<file path="config.mk">
export PLATFORM = sky130hd
export DESIGN_NAME = slow_clock_monitor
export DESIGN_NICKNAME = d
export VERILOG_FILES = /design/src/rtl/slow_clock_monitor.sv
export SDC_FILE = /design/constraint.sdc
export NUM_CORES = 1
export LEC_CHECK = 0
export BUFFER_PORTS_ARGS = -buffer_cell sky130_fd_sc_hd__buf_2
export CAP_MARGIN = 20
export CORE_MARGIN = 2
export CORE_UTILIZATION = 55
export CTS_CLUSTER_SIZE = 20
export DETAILED_ROUTE_END_ITERATION = 12
export PLACE_DENSITY = 0.83
export SLEW_MARGIN = 15
export SYNTH_ARGS = -nofsm -noshare
export SYNTH_HDL_FRONTEND = slang
export SYNTH_SLANG_ARGS = --single-unit
</file>
<file path="constraint.sdc">
create_clock -name clk -period 3.4 [get_ports clk]
set_input_delay 0.17 -clock clk [delete_from_list [all_inputs] [get_ports clk]]
set_output_delay 0.17 -clock clk [all_outputs]
set_load 0.03 [all_outputs]
</file>
<file path="src/rtl/slow_clock_monitor.sv">
// Slow-clock receiver: synchronises clk_in, emits edge ticks, measures period, flags range/timeout.
// Optional duty-cycle check is enabled with `define SLOW_CLOCK_MONITOR_DUTY_CHECK_EN.
module slow_clock_monitor #(
  parameter int CNT_W       = 28,
  parameter int EXP_PERIOD  = 100000000,
  parameter int TOL         = 1000,
  parameter int TIMEOUT_CYC = 150000000
) (
  input  logic             clk,
  input  logic             rst,
  input  logic             clk_in,
  input  logic             en,
  output logic             rise_tick,
  output logic             fall_tick,
  output logic [CNT_W-1:0] period,
  output logic             period_valid,
  output logic             in_range,
  output logic             timeout,
  output logic             duty_ok
);

  typedef enum logic [1:0] {IDLE = 2'd0, ARM = 2'd1, RUN = 2'd2} state_t;

  localparam logic [CNT_W-1:0] CNT_MAX   = '1;
  localparam logic [CNT_W-1:0] TIMEOUT_C = CNT_W'(TIMEOUT_CYC);
  localparam logic [CNT_W:0]   EXP_C     = (CNT_W+1)'(EXP_PERIOD);
  localparam logic [CNT_W:0]   TOL_C     = (CNT_W+1)'(TOL);

  state_t             state_q, state_d;
  logic               s1_q, s1_d, s2_q, s2_d, s3_q, s3_d;
  logic               rise_tick_q, rise_tick_d, fall_tick_q, fall_tick_d;
  logic [CNT_W-1:0]   cnt_q, cnt_d, cnt_inc;
  logic [CNT_W-1:0]   period_q, period_d;
  logic               pv_q, pv_d, in_range_q, in_range_d, timeout_q, timeout_d;
  logic [CNT_W:0]     cnt_ext, dev;
  logic               rise, fall, meas;

  assign rise = s2_q & ~s3_q;
  assign fall = ~s2_q & s3_q;
  assign meas = (state_q == RUN) && rise;

  always_comb begin
    s1_d        = clk_in;
    s2_d        = s1_q;
    s3_d        = s2_q;
    rise_tick_d = rise;
    fall_tick_d = fall;
    state_d     = state_q;
    cnt_d       = cnt_q;
    period_d    = period_q;
    pv_d        = 1'b0;
    in_range_d  = in_range_q;
    timeout_d   = timeout_q;
    cnt_ext     = {1'b0, cnt_q};
    dev         = (cnt_ext >= EXP_C) ? (cnt_ext - EXP_C) : (EXP_C - cnt_ext);
    cnt_inc     = (cnt_q == CNT_MAX) ? cnt_q : cnt_q + 1'b1;
    case (state_q)
      IDLE: begin
        cnt_d = '0;
        if (en) state_d = ARM;
      end
      ARM: begin
        cnt_d = '0;
        if (!en) state_d = IDLE;
        else if (rise) begin
          cnt_d   = CNT_W'(1);
          state_d = RUN;
        end
      end
      RUN: begin
        if (rise) begin
          // A rise completes the measurement even when en drops or the timeout hits this cycle
          period_d   = cnt_q;
          pv_d       = 1'b1;
          in_range_d = (dev <= TOL_C);
          timeout_d  = 1'b0;
          cnt_d      = CNT_W'(1);
          state_d    = en ? RUN : IDLE;
        end else if (!en) begin
          cnt_d   = '0;
          state_d = IDLE;
        end else if (cnt_q >= TIMEOUT_C) begin
          timeout_d = 1'b1;
          cnt_d     = '0;
          state_d   = ARM;
        end else begin
          cnt_d = cnt_inc;
        end
      end
      default: begin
        cnt_d   = '0;
        state_d = IDLE;
      end
    endcase
  end

  always_ff @(posedge clk or posedge rst) begin
    if (rst) begin
      state_q     <= IDLE;
      s1_q        <= 1'b0;
      s2_q        <= 1'b0;
      s3_q        <= 1'b0;
      rise_tick_q <= 1'b0;
      fall_tick_q <= 1'b0;
      cnt_q       <= '0;
      period_q    <= '0;
      pv_q        <= 1'b0;
      in_range_q  <= 1'b0;
      timeout_q   <= 1'b0;
    end else begin
      state_q     <= state_d;
      s1_q        <= s1_d;
      s2_q        <= s2_d;
      s3_q        <= s3_d;
      rise_tick_q <= rise_tick_d;
      fall_tick_q <= fall_tick_d;
      cnt_q       <= cnt_d;
      period_q    <= period_d;
      pv_q        <= pv_d;
      in_range_q  <= in_range_d;
      timeout_q   <= timeout_d;
    end
  end

  assign rise_tick    = rise_tick_q;
  assign fall_tick    = fall_tick_q;
  assign period       = period_q;
  assign period_valid = pv_q;
  assign in_range     = in_range_q;
  assign timeout      = timeout_q;

`ifdef SLOW_CLOCK_MONITOR_DUTY_CHECK_EN
  logic [CNT_W-1:0] high_cnt_q, high_cnt_d, high_time_q, high_time_d;
  logic             high_vld_q, high_vld_d, duty_ok_q, duty_ok_d;
  logic [CNT_W:0]   high2, ddev;

  always_comb begin
    high_cnt_d  = high_cnt_q;
    high_time_d = high_time_q;
    high_vld_d  = high_vld_q;
    duty_ok_d   = duty_ok_q;
    high2       = {high_time_q, 1'b0};
    ddev        = (high2 >= cnt_ext) ? (high2 - cnt_ext) : (cnt_ext - high2);
    // The rise cycle is itself a high cycle, so the count restarts at 1
    if (rise) high_cnt_d = CNT_W'(1);
    else if (s2_q && high_cnt_q != CNT_MAX) high_cnt_d = high_cnt_q + 1'b1;
    if (fall) begin
      high_time_d = high_cnt_q;
      high_vld_d  = 1'b1;
    end else if (rise) begin
      high_vld_d  = 1'b0;
    end
    if (meas) duty_ok_d = high_vld_q && (ddev <= {TOL_C[CNT_W-1:0], 1'b0});
  end

  always_ff @(posedge clk or posedge rst) begin
    if (rst) begin
      high_cnt_q  <= '0;
      high_time_q <= '0;
      high_vld_q  <= 1'b0;
      duty_ok_q   <= 1'b1;
    end else begin
      high_cnt_q  <= high_cnt_d;
      high_time_q <= high_time_d;
      high_vld_q  <= high_vld_d;
      duty_ok_q   <= duty_ok_d;
    end
  end

  assign duty_ok = duty_ok_q;
`else
  assign duty_ok = 1'b1;
`endif

endmodule

</file>
==> flow_summary.ini, run 1 <==
[final_layout]
layout_commonest_cell = dfrtp_1
fillerInstances = 603
syn_to_final_growth_pct = 11.1
insertedDiodeCount = 0
drive_gt1_share_pct = 24.3
nNetsFinal = 482
mostFrequentLayoutCells = dfrtp_1, nor2_1, buf_2

[pwr]
intPower_w = 0.00130
combPwrFrac_pct = 12.0
switching_share_pct = 26.3
power_w = 0.00177
seqPwrFrac_pct = 46.6
p_clk_share_pct = 41.5
vdd_drop_max_mv = 0.410
total_leakage_power_nw = 2.09
power.density_cell_area_nw_per_um2 = 385
p_sw_w = 0.000464

[worst_hold_path]
min-delay-path-class = primary input to flip-flop

[logic_synthesis]
yosysWarnings = 0
yosys_register_bits = 66
async_flop_share_pct = 100
netlist-cell-type-count = 79
syn_nets = 444
synth_top_area_cell = dfrtp_1
netlist_area_um2 = 4130
seq_area_frac_synth_pct = 40.0
synth_top_area_share_pct = 40.0
synthCells = 430
synth_edf_count = 0
synthTopCellsByArea = dfrtp_1, mux2_2, nor2_1
synthFlopType = dfrtp_1
avgSynthCellArea_um2 = 9.60

[global_route]
grt_pass1_wl_um = 16300
grt_pass1_vias = 3139
grt_usage_pct = 24.9
grt_max_degree = 41
overflow = 0
grt_antenna_before_repair = 0

[critical_path]
crit_fanout = 6
crit_family = compound AO/OA/AOI/OAI gates
start_kind = flip-flop
required_ps = 3660
cpMaxStageDelayCell = nor4b_2
critical_path_buf_inv_count = 1
cp.arrival_ps = 3350
endpoint_kind = flip-flop
crit_type = flip-flop to flip-flop
crit_chain = inv_1, ha_1, nor4b_2, o21bai_1, a21o_1, a21oi_1, xor2_1, nand3_1, a2111oi_2, o2111ai_1, o31ai_1
max_stage_delay_ps = 570

[timing]
timing_max_transition_violations_final = 0
fmax_mhz = 323
post-route-period-util_pct = 91.0
tightest_slew_ps = 839
slew_headroom_pct = 44.0
setup_tns_ps = 0
finalCriticalPeriod_ps = 3100
rsz0062_at_grt = no
finalSetupViolations = 0
finClkSkew_ps = 11.0
hold_viol_final = 0

[drt]
totalWireLength_um = 9660
drc_errors = 0
num_vias = 3356
ant_nets = 0
drtPass1Iterations = 5
viasPerCell = 5.87
wire_per_inst_um = 16.9
drt-initial-drc-count = 191

[clock_tree]
clkTransAtPathRegs_ps = 70
clk_latency_ps = 350
cts_tree = built
numCtsBuffers = 9
clock_sinks = 66
clockBufferDepth = 2
cts-root-buf = clkbuf_8
cts.htree.levels = 3

[floorplanning]
die_h_um = 90.6
dieArea_um2 = 8210
start_util_pct = 56.9
row_count = 31
ioPinCount = 38
fp.dieW_um = 90.6
core_um2 = 7250

[run]
drv_cap = 0

[status]
outcome = completed

[placement]
hpwl_um = 7130
io_buffers = 36
routabilityCongestion = 0.959
==> through the flow <==
| step | setup WS [ps] | util [%] | hold WS [ps] | cell area [um^2] | std cells |
|---|---|---|---|---|---|
| final | 304 | 63.2 | 144 | 4590 | 572 |
| after global routing | 87.1 | 63.2 | 152 | 4590 | 572 |
| after CTS | 340 | 63.2 | 132 | 4580 | 572 |
| after detailed placement | 364 | 59.9 | 259 | 4340 | 554 |
| after global placement | 339 | 59.9 | 242 | 4340 | 554 |
| after floorplan | 658 | - | 201 | 4130 | 430 |
==> cell usage after synthesis, drive strengths merged, types with 3 or more instances <==
cell    number
dfrtp       66
o31ai        3
xnor2       19
buf         21
ha          10
a22oi        3
mux2        21
o41ai        3
nor4        10
clkbuf      12
or4          3
xor2        20
o21ai       17
and2         3
nor2        50
inv         16
a31oi        8
nor3b        4
nand4        5
or2          3
nor3        10
nand2       34
nor2b        7
and3         5
nor4b        3
nand3       21
a21oi       10
==> power groups by stage <==
stage	clock, W	combinational, W	sequential [W]
2_1_floorplan	0	0.000148	0.000847
3_3_place_gp	0	0.000196	0.000835
3_5_place_dp	0	0.000210	0.000838
4_1_cts	0.000745	0.000214	0.000822
5_1_grt	0.000777	0.000237	0.000825
6_report	0.000732	0.000211	0.000823
==> worst register-to-register path: stages, from the launching register on <==
cell and delay [ps]:
dfrtp_1 400, inv_1 130, ha_1 280, nor4b_2 570, o21bai_1 120, a21o_1 250
a21oi_1 190, xor2_1 180, nand3_1 110, a2111oi_2 370, o2111ai_1 170, o31ai_1 240
==> timing repair <==
action | CTS | global route
endpoints found under the hold margin | 27 | 0
resized for setup | 0 | 1
setup endpoints to repair | 0 | 1
buffers inserted | 0 | 0
hold buffers | 2 | 0
==> logic make-up (layout without fill, tap and decap cells) <==
logic type                 after synthesis  in the layout  synth area share (%)
and+or+nand+nor                        166            166                  20.9
AOI/OAI and AO/OA                       77             77                  14.0
DFF                                     66             66                  40.0
muxes                                   22             22                  5.97
adders and majority gates               10             10                  3.03
other                                    1              1                0.0908
buffers and inverters                   49             92                  7.64
xor gates and xnor gates                39             39                  8.28
==> cell type report <==
| type | count | area, um^2 | share of cell area (%) |
|---|---|---|---|
| clock buffer | 10 | 128 | 2.78 |
| clock inverter | 6 | 91.3 | 1.99 |
| inverter | 16 | 60.1 | 1.31 |
| multi-input combinational | 315 | 2170 | 47.2 |
| sequential | 66 | 1650 | 36.0 |
| tap | 99 | 124 | 2.70 |
| timing repair buffer | 60 | 365 | 7.97 |
==> final timing paths <==
kind / end / depth (start not counted) / from / slack [ps]
setup / recovery: in_range / 11 / cnt_q[8] / 300
hold / removal: cnt_q[0] / 3 / en / 140
setup reg to reg: in_range / 11 / cnt_q[8] / 300
hold reg to reg: s2_q / 0 / s1_q / 350
max in group asynchronous: cnt_q[15] / 4 / rst / 2080
min in group asynchronous: period[20] / 3 / rst / 420
==> metal layers <==
layer	wire length [um]	track usage, %
met2	4620	39.1
met4	123	8.33
met5	0	0
met3	372	3.26
met1	4540	35.8
No activity file was read; power rests on OpenSTA's default activity.
==> inputs of run 2 (changes only) <==
--- a/config.mk
+++ b/config.mk
@@ -11,7 +11,7 @@
 export CORE_UTILIZATION = 55
 export CTS_CLUSTER_SIZE = 20
 export DETAILED_ROUTE_END_ITERATION = 12
-export PLACE_DENSITY = 0.83
+export PLACE_DENSITY = 0.75
 export SLEW_MARGIN = 15
 export SYNTH_ARGS = -nofsm -noshare
 export SYNTH_HDL_FRONTEND = slang
==> flow_summary.ini, run 2 (synthesis results as in run 1) <==
[pwr]
combPwrFrac_pct = 11.6
switching_share_pct = 26.8
p_clk_share_pct = 42.3
seqPwrFrac_pct = 46.1
intPower_w = 0.00130
total_leakage_power_nw = 2.10
power.density_cell_area_nw_per_um2 = 386
p_sw_w = 0.000478
power_w = 0.00178
vdd_drop_max_mv = 0.381

[final_layout]
mostFrequentLayoutCells = dfrtp_1, nor2_1, buf_2
seq_area_um2 = 1650
insertedDiodeCount = 0
layout_commonest_cell = dfrtp_1
nNetsFinal = 485
fillerInstances = 652
drive_gt1_share_pct = 25.2
multi_input_area_um2 = 2170
final_area_um2 = 4620
syn_to_final_growth_pct = 12.0

[timing]
setup_tns_ps = 0
finalCriticalPeriod_ps = 3030
timing_max_transition_violations_final = 0
finalSetupViolations = 0
tightest_slew_ps = 777
hold_viol_final = 0
fmax_mhz = 330
post-route-period-util_pct = 89.2
rsz0062_at_grt = no
setup_ws_ps = 366
slew_headroom_pct = 47.7
finClkSkew_ps = 7.94
whs_ps = 131

[drt]
num_vias = 3363
drt-initial-drc-count = 191
viasPerCell = 5.85
wire_per_inst_um = 17.1
ant_nets = 0
drtPass1Iterations = 5
totalWireLength_um = 9850
drc_errors = 0

[clock_tree]
cts.htree.levels = 3
cts_tree = built
clkTransAtPathRegs_ps = 80
cts-root-buf = clkbuf_8
clk_latency_ps = 350
clockBufferDepth = 2
clock_sinks = 66
numCtsBuffers = 9

[critical_path]
crit_path_start = cnt_q[9]
crit_fanout = 6
crit_type = flip-flop to flip-flop
required_ps = 3660
endpoint_kind = flip-flop
timing.rr.start = cnt_q[9]
cp.arrival_ps = 3290
start_kind = flip-flop
crit_chain = inv_1, ha_1, nor4b_2, nor2_1, or4_1, a31oi_1, nand3_1, a2111oi_2, o2111ai_1, o31ai_1
crit_family = simple AND/OR/NAND/NOR gates
cpMaxStageDelayCell = nor4b_2
critical_path_buf_inv_count = 1
max_stage_delay_ps = 480

[placement]
place_ws_ps = 378
hpwl_um = 7250
io_buffers = 36
routabilityCongestion = 0.951
place_area_um2 = 4360

[run]
drv_cap = 0

[floorplanning]
start_util_pct = 56.9
core_um2 = 7250
fp.dieW_um = 90.6
dieArea_um2 = 8210
ioPinCount = 38
row_count = 31
die_h_um = 90.6

[global_route]
grt_pass1_vias = 3326
grt_usage_pct = 25.6
overflow = 0
grt_pass1_wl_um = 16700
grt_max_degree = 35
grt_antenna_before_repair = 0

[status]
outcome = completed

[worst_hold_path]
min-delay-start = en
min-delay-path-class = primary input to flip-flop
run 2: worst reg2reg max path, cell delays in order (launching register included):
cell and delay (ps):
dfrtp_1 460, inv_1 160, ha_1 280, nor4b_2 480, nor2_1 110, or4_1 410, a31oi_1 190, nand3_1 110
a2111oi_2 360, o2111ai_1 160, o31ai_1 240
run 2: path summary, 6_finish.rpt:
kind | to | slack [ps] | cells past startpoint
max in group asynchronous | period[12] | 2050 | 4
worst min register to register | s2_q | 360 | 0
worst min-delay path | cnt_q[0] | 130 | 3
worst max register to register | in_range | 370 | 10
worst max-delay path | in_range | 370 | 10
min in group asynchronous | s1_q | 470 | 3
run 2: area by class of cell:
| type | instances | area share, % |
|---|---|---|
| Timing Repair Buffer | 63 | 8.39 |
| Inverter | 16 | 1.30 |
| Sequential cell | 66 | 35.7 |
| Multi-Input combinational cell | 315 | 47.0 |
| Clock buffer | 9 | 2.68 |
| Tap cell | 99 | 2.68 |
| Clock inverter | 7 | 2.19 |
run 2: power groups by stage:
stage | Combinational, W | Sequential [W] | Clock [W]
after floorplan | 0.000148 | 0.000847 | 0
after global placement | 0.000197 | 0.000836 | 0
after detailed placement | 0.000203 | 0.000838 | 0
after CTS | 0.000206 | 0.000823 | 0.000770
after global routing | 0.000234 | 0.000827 | 0.000796
final | 0.000207 | 0.000822 | 0.000754
run 2: through the flow:
| step | utilization, % | cells |
|---|---|---|
| after floorplan | - | 430 |
| after global placement | 60.2 | 557 |
| after detailed placement | 60.2 | 557 |
| after CTS | 63.6 | 575 |
| after global routing | 63.7 | 575 |
| final | 63.7 | 575 |
run 2: what timing repair did:
| item | CTS | global route |
|---|---|---|
| buffers inserted | 0 | 0 |
| endpoints found under the hold margin | 33 | 0 |
| resized for setup | 0 | 2 |
| setup endpoints to repair | 0 | 1 |
| hold buffers | 2 | 0 |
run 2: per-layer routing:
metal	wire, um	global-route usage (%)	vias up	part of all wire (%)
met1	4420	34.8	1638	45
met2	4710	41.3	104	48
met4	203	9.74	0	2.1
li1	-	-	1604	-
met5	0	0	-	0
met3	517	3.92	17	5.2
==> inputs of run 3 (changes only) <==
--- a/config.mk
+++ b/config.mk
@@ -12,6 +12,7 @@
 export CTS_CLUSTER_SIZE = 20
 export DETAILED_ROUTE_END_ITERATION = 12
 export PLACE_DENSITY = 0.75
+export REMOVE_ABC_BUFFERS = 1
 export SLEW_MARGIN = 15
 export SYNTH_ARGS = -nofsm -noshare
 export SYNTH_HDL_FRONTEND = slang
==> flow_summary.ini, run 3 (synthesis results as in run 1) <==
[floorplanning]
fp.dieW_um = 90.6
core_um2 = 7250
ioPinCount = 38
start_util_pct = 56.9
dieArea_um2 = 8210
row_count = 31
die_h_um = 90.6

[drt]
num_vias = 3375
viasPerCell = 5.86
drt-initial-drc-count = 283
wire_per_inst_um = 17.3
drtPass1Iterations = 5
totalWireLength_um = 9940
ant_nets = 0
drc_errors = 0

[final_layout]
multi_input_area_um2 = 2160
fillerInstances = 632
nNetsFinal = 487
insertedDiodeCount = 0
seq_area_um2 = 1650
mostFrequentLayoutCells = dfrtp_1, nor2_1, buf_2
syn_to_final_growth_pct = 11.2
final_util_pct = 63.3
layout_commonest_cell = dfrtp_1
drive_gt1_share_pct = 24.9

[clock_tree]
cts-resized-gates = 0
numCtsBuffers = 9
clkTransAtPathRegs_ps = 70
clk_latency_ps = 340
clock_sinks = 66
cts_tree = built
clockBufferDepth = 2
cts-root-buf = clkbuf_8
cts.htree.levels = 3

[worst_hold_path]
min-delay-start = en
min-delay-path-class = primary input to flip-flop
holdPathEnd = cnt_q[0]
holdPathStages = 3

[critical_path]
r2r-end = in_range
reg2regPathDepth = 11
max_stage_delay_ps = 480
crit_chain = inv_1, ha_1, nor4b_2, o21bai_1, a21o_1, a21oi_1, xor2_1, nand3_1, a2111oi_2, o2111ai_1, o31ai_1
start_kind = flip-flop
required_ps = 3660
cp.arrival_ps = 3360
crit_fanout = 7
reg2reg_setup_slack_ps = 290
timing.rr.start = cnt_q[9]
endpoint_kind = flip-flop
crit_type = flip-flop to flip-flop
cpMaxStageDelayCell = nor4b_2

[global_route]
grt_usage_pct = 25.4
overflow = 0
grt_pass1_wl_um = 16500
grt_antenna_before_repair = 0
grt_pass1_vias = 3275
grt_max_degree = 39

[timing]
post-route-period-util_pct = 91.4
finalCriticalPeriod_ps = 3110
rsz0062_at_grt = no
setup_ws_ps = 293
fmax_mhz = 322
setup_tns_ps = 0
slew_headroom_pct = 47.6
hold_viol_final = 0
tightest_slew_ps = 784
finClkSkew_ps = 8.50
finalSetupViolations = 0
timing_max_transition_violations_final = 0

[placement]
place_ws_ps = 334
hpwl_um = 7230
routabilityCongestion = 0.896
io_buffers = 36

[pwr]
switching_share_pct = 26.7
total_leakage_power_nw = 2.09
intPower_w = 0.00124
power.density_cell_area_nw_per_um2 = 368
combPwrFrac_pct = 12.4
p_clk_share_pct = 38.8
seqPwrFrac_pct = 48.8
vdd_drop_max_mv = 0.320
p_sw_w = 0.000452

[status]
outcome = completed

[run]
drv_cap = 0
==> run 3: cell types whose count changed in the layout (fill, tap and decap cells not counted), sizes merged <==
cell	delta
buf	+2
inv	-2
bufinv	-1
clkbuf	+1
clkinv	+1
==> run 3: through the flow <==
stage | std cells | power [W] | hold slack, ps | instance area (um^2)
3_5_place_dp | 559 | 0.00105 | 279 | 4380
6_report | 576 | 0.00169 | 137 | 4590
3_3_place_gp | 559 | 0.00104 | 280 | 4380
2_1_floorplan | 397 | 0.000984 | 201 | 3870
4_1_cts | 576 | 0.00170 | 116 | 4590
5_1_grt | 576 | 0.00175 | 135 | 4590
==> run 3: per-layer routing <==
metal | vias to the layer above | share of wire [%] | global-route usage, %
li1 | 1597 | - | -
met1 | 1640 | 45 | 34.1
met2 | 119 | 48 | 41.6
met3 | 19 | 4.4 | 3.34
met4 | 0 | 2.6 | 10.6
met5 | - | 0 | 0
==> run 3: layout make-up <==
cell class,count,share of cell area (%)
Clock buffer,10,3.00
Clock inverter,5,1.20
Inverter,16,1.31
Multi-Input combinational cell,315,47.1
Sequential cell,66,36.0
Tap cell,99,2.70
Timing Repair Buffer,65,8.77
==> run 3: worst max-delay path: cells and delay by family (launching register included) <==
kind	cells	cell delay, ps
compound gates	6	1340
simple gates	2	590
flops	1	470
fa+ha+maj	1	280
xor+xnor	1	180
buf+inv	1	170
==> run 3: power groups by stage <==
stage / combinational, W / clock (W) / sequential [W]
final: 0.000210 / 0.000655 / 0.000824
after global routing: 0.000231 / 0.000697 / 0.000827
after CTS: 0.000212 / 0.000668 / 0.000824
after detailed placement: 0.000209 / 0 / 0.000839
after global placement: 0.000199 / 0 / 0.000836
after floorplan: 0.000137 / 0 / 0.000847
==> run 3: repair_timing <==
action | 4_1_cts | 5_1_grt
hold buffers | 2 | 0
endpoints found under the hold margin | 33 | 0
setup buffers | 0 | 0
==> run 3: worst max path at each step <==
| stage | start | end | slack (ps) |
|---|---|---|---|
| 3_3_place_gp | cnt_q[0] | in_range | 350 |
| 6_report | cnt_q[9] | in_range | 290 |
| 3_5_place_dp | cnt_q[9] | in_range | 330 |
| 5_1_grt | cnt_q[9] | in_range | 10 |
| 4_1_cts | cnt_q[9] | in_range | 310 |
| 2_1_floorplan | cnt_q[8] | in_range | 610 |
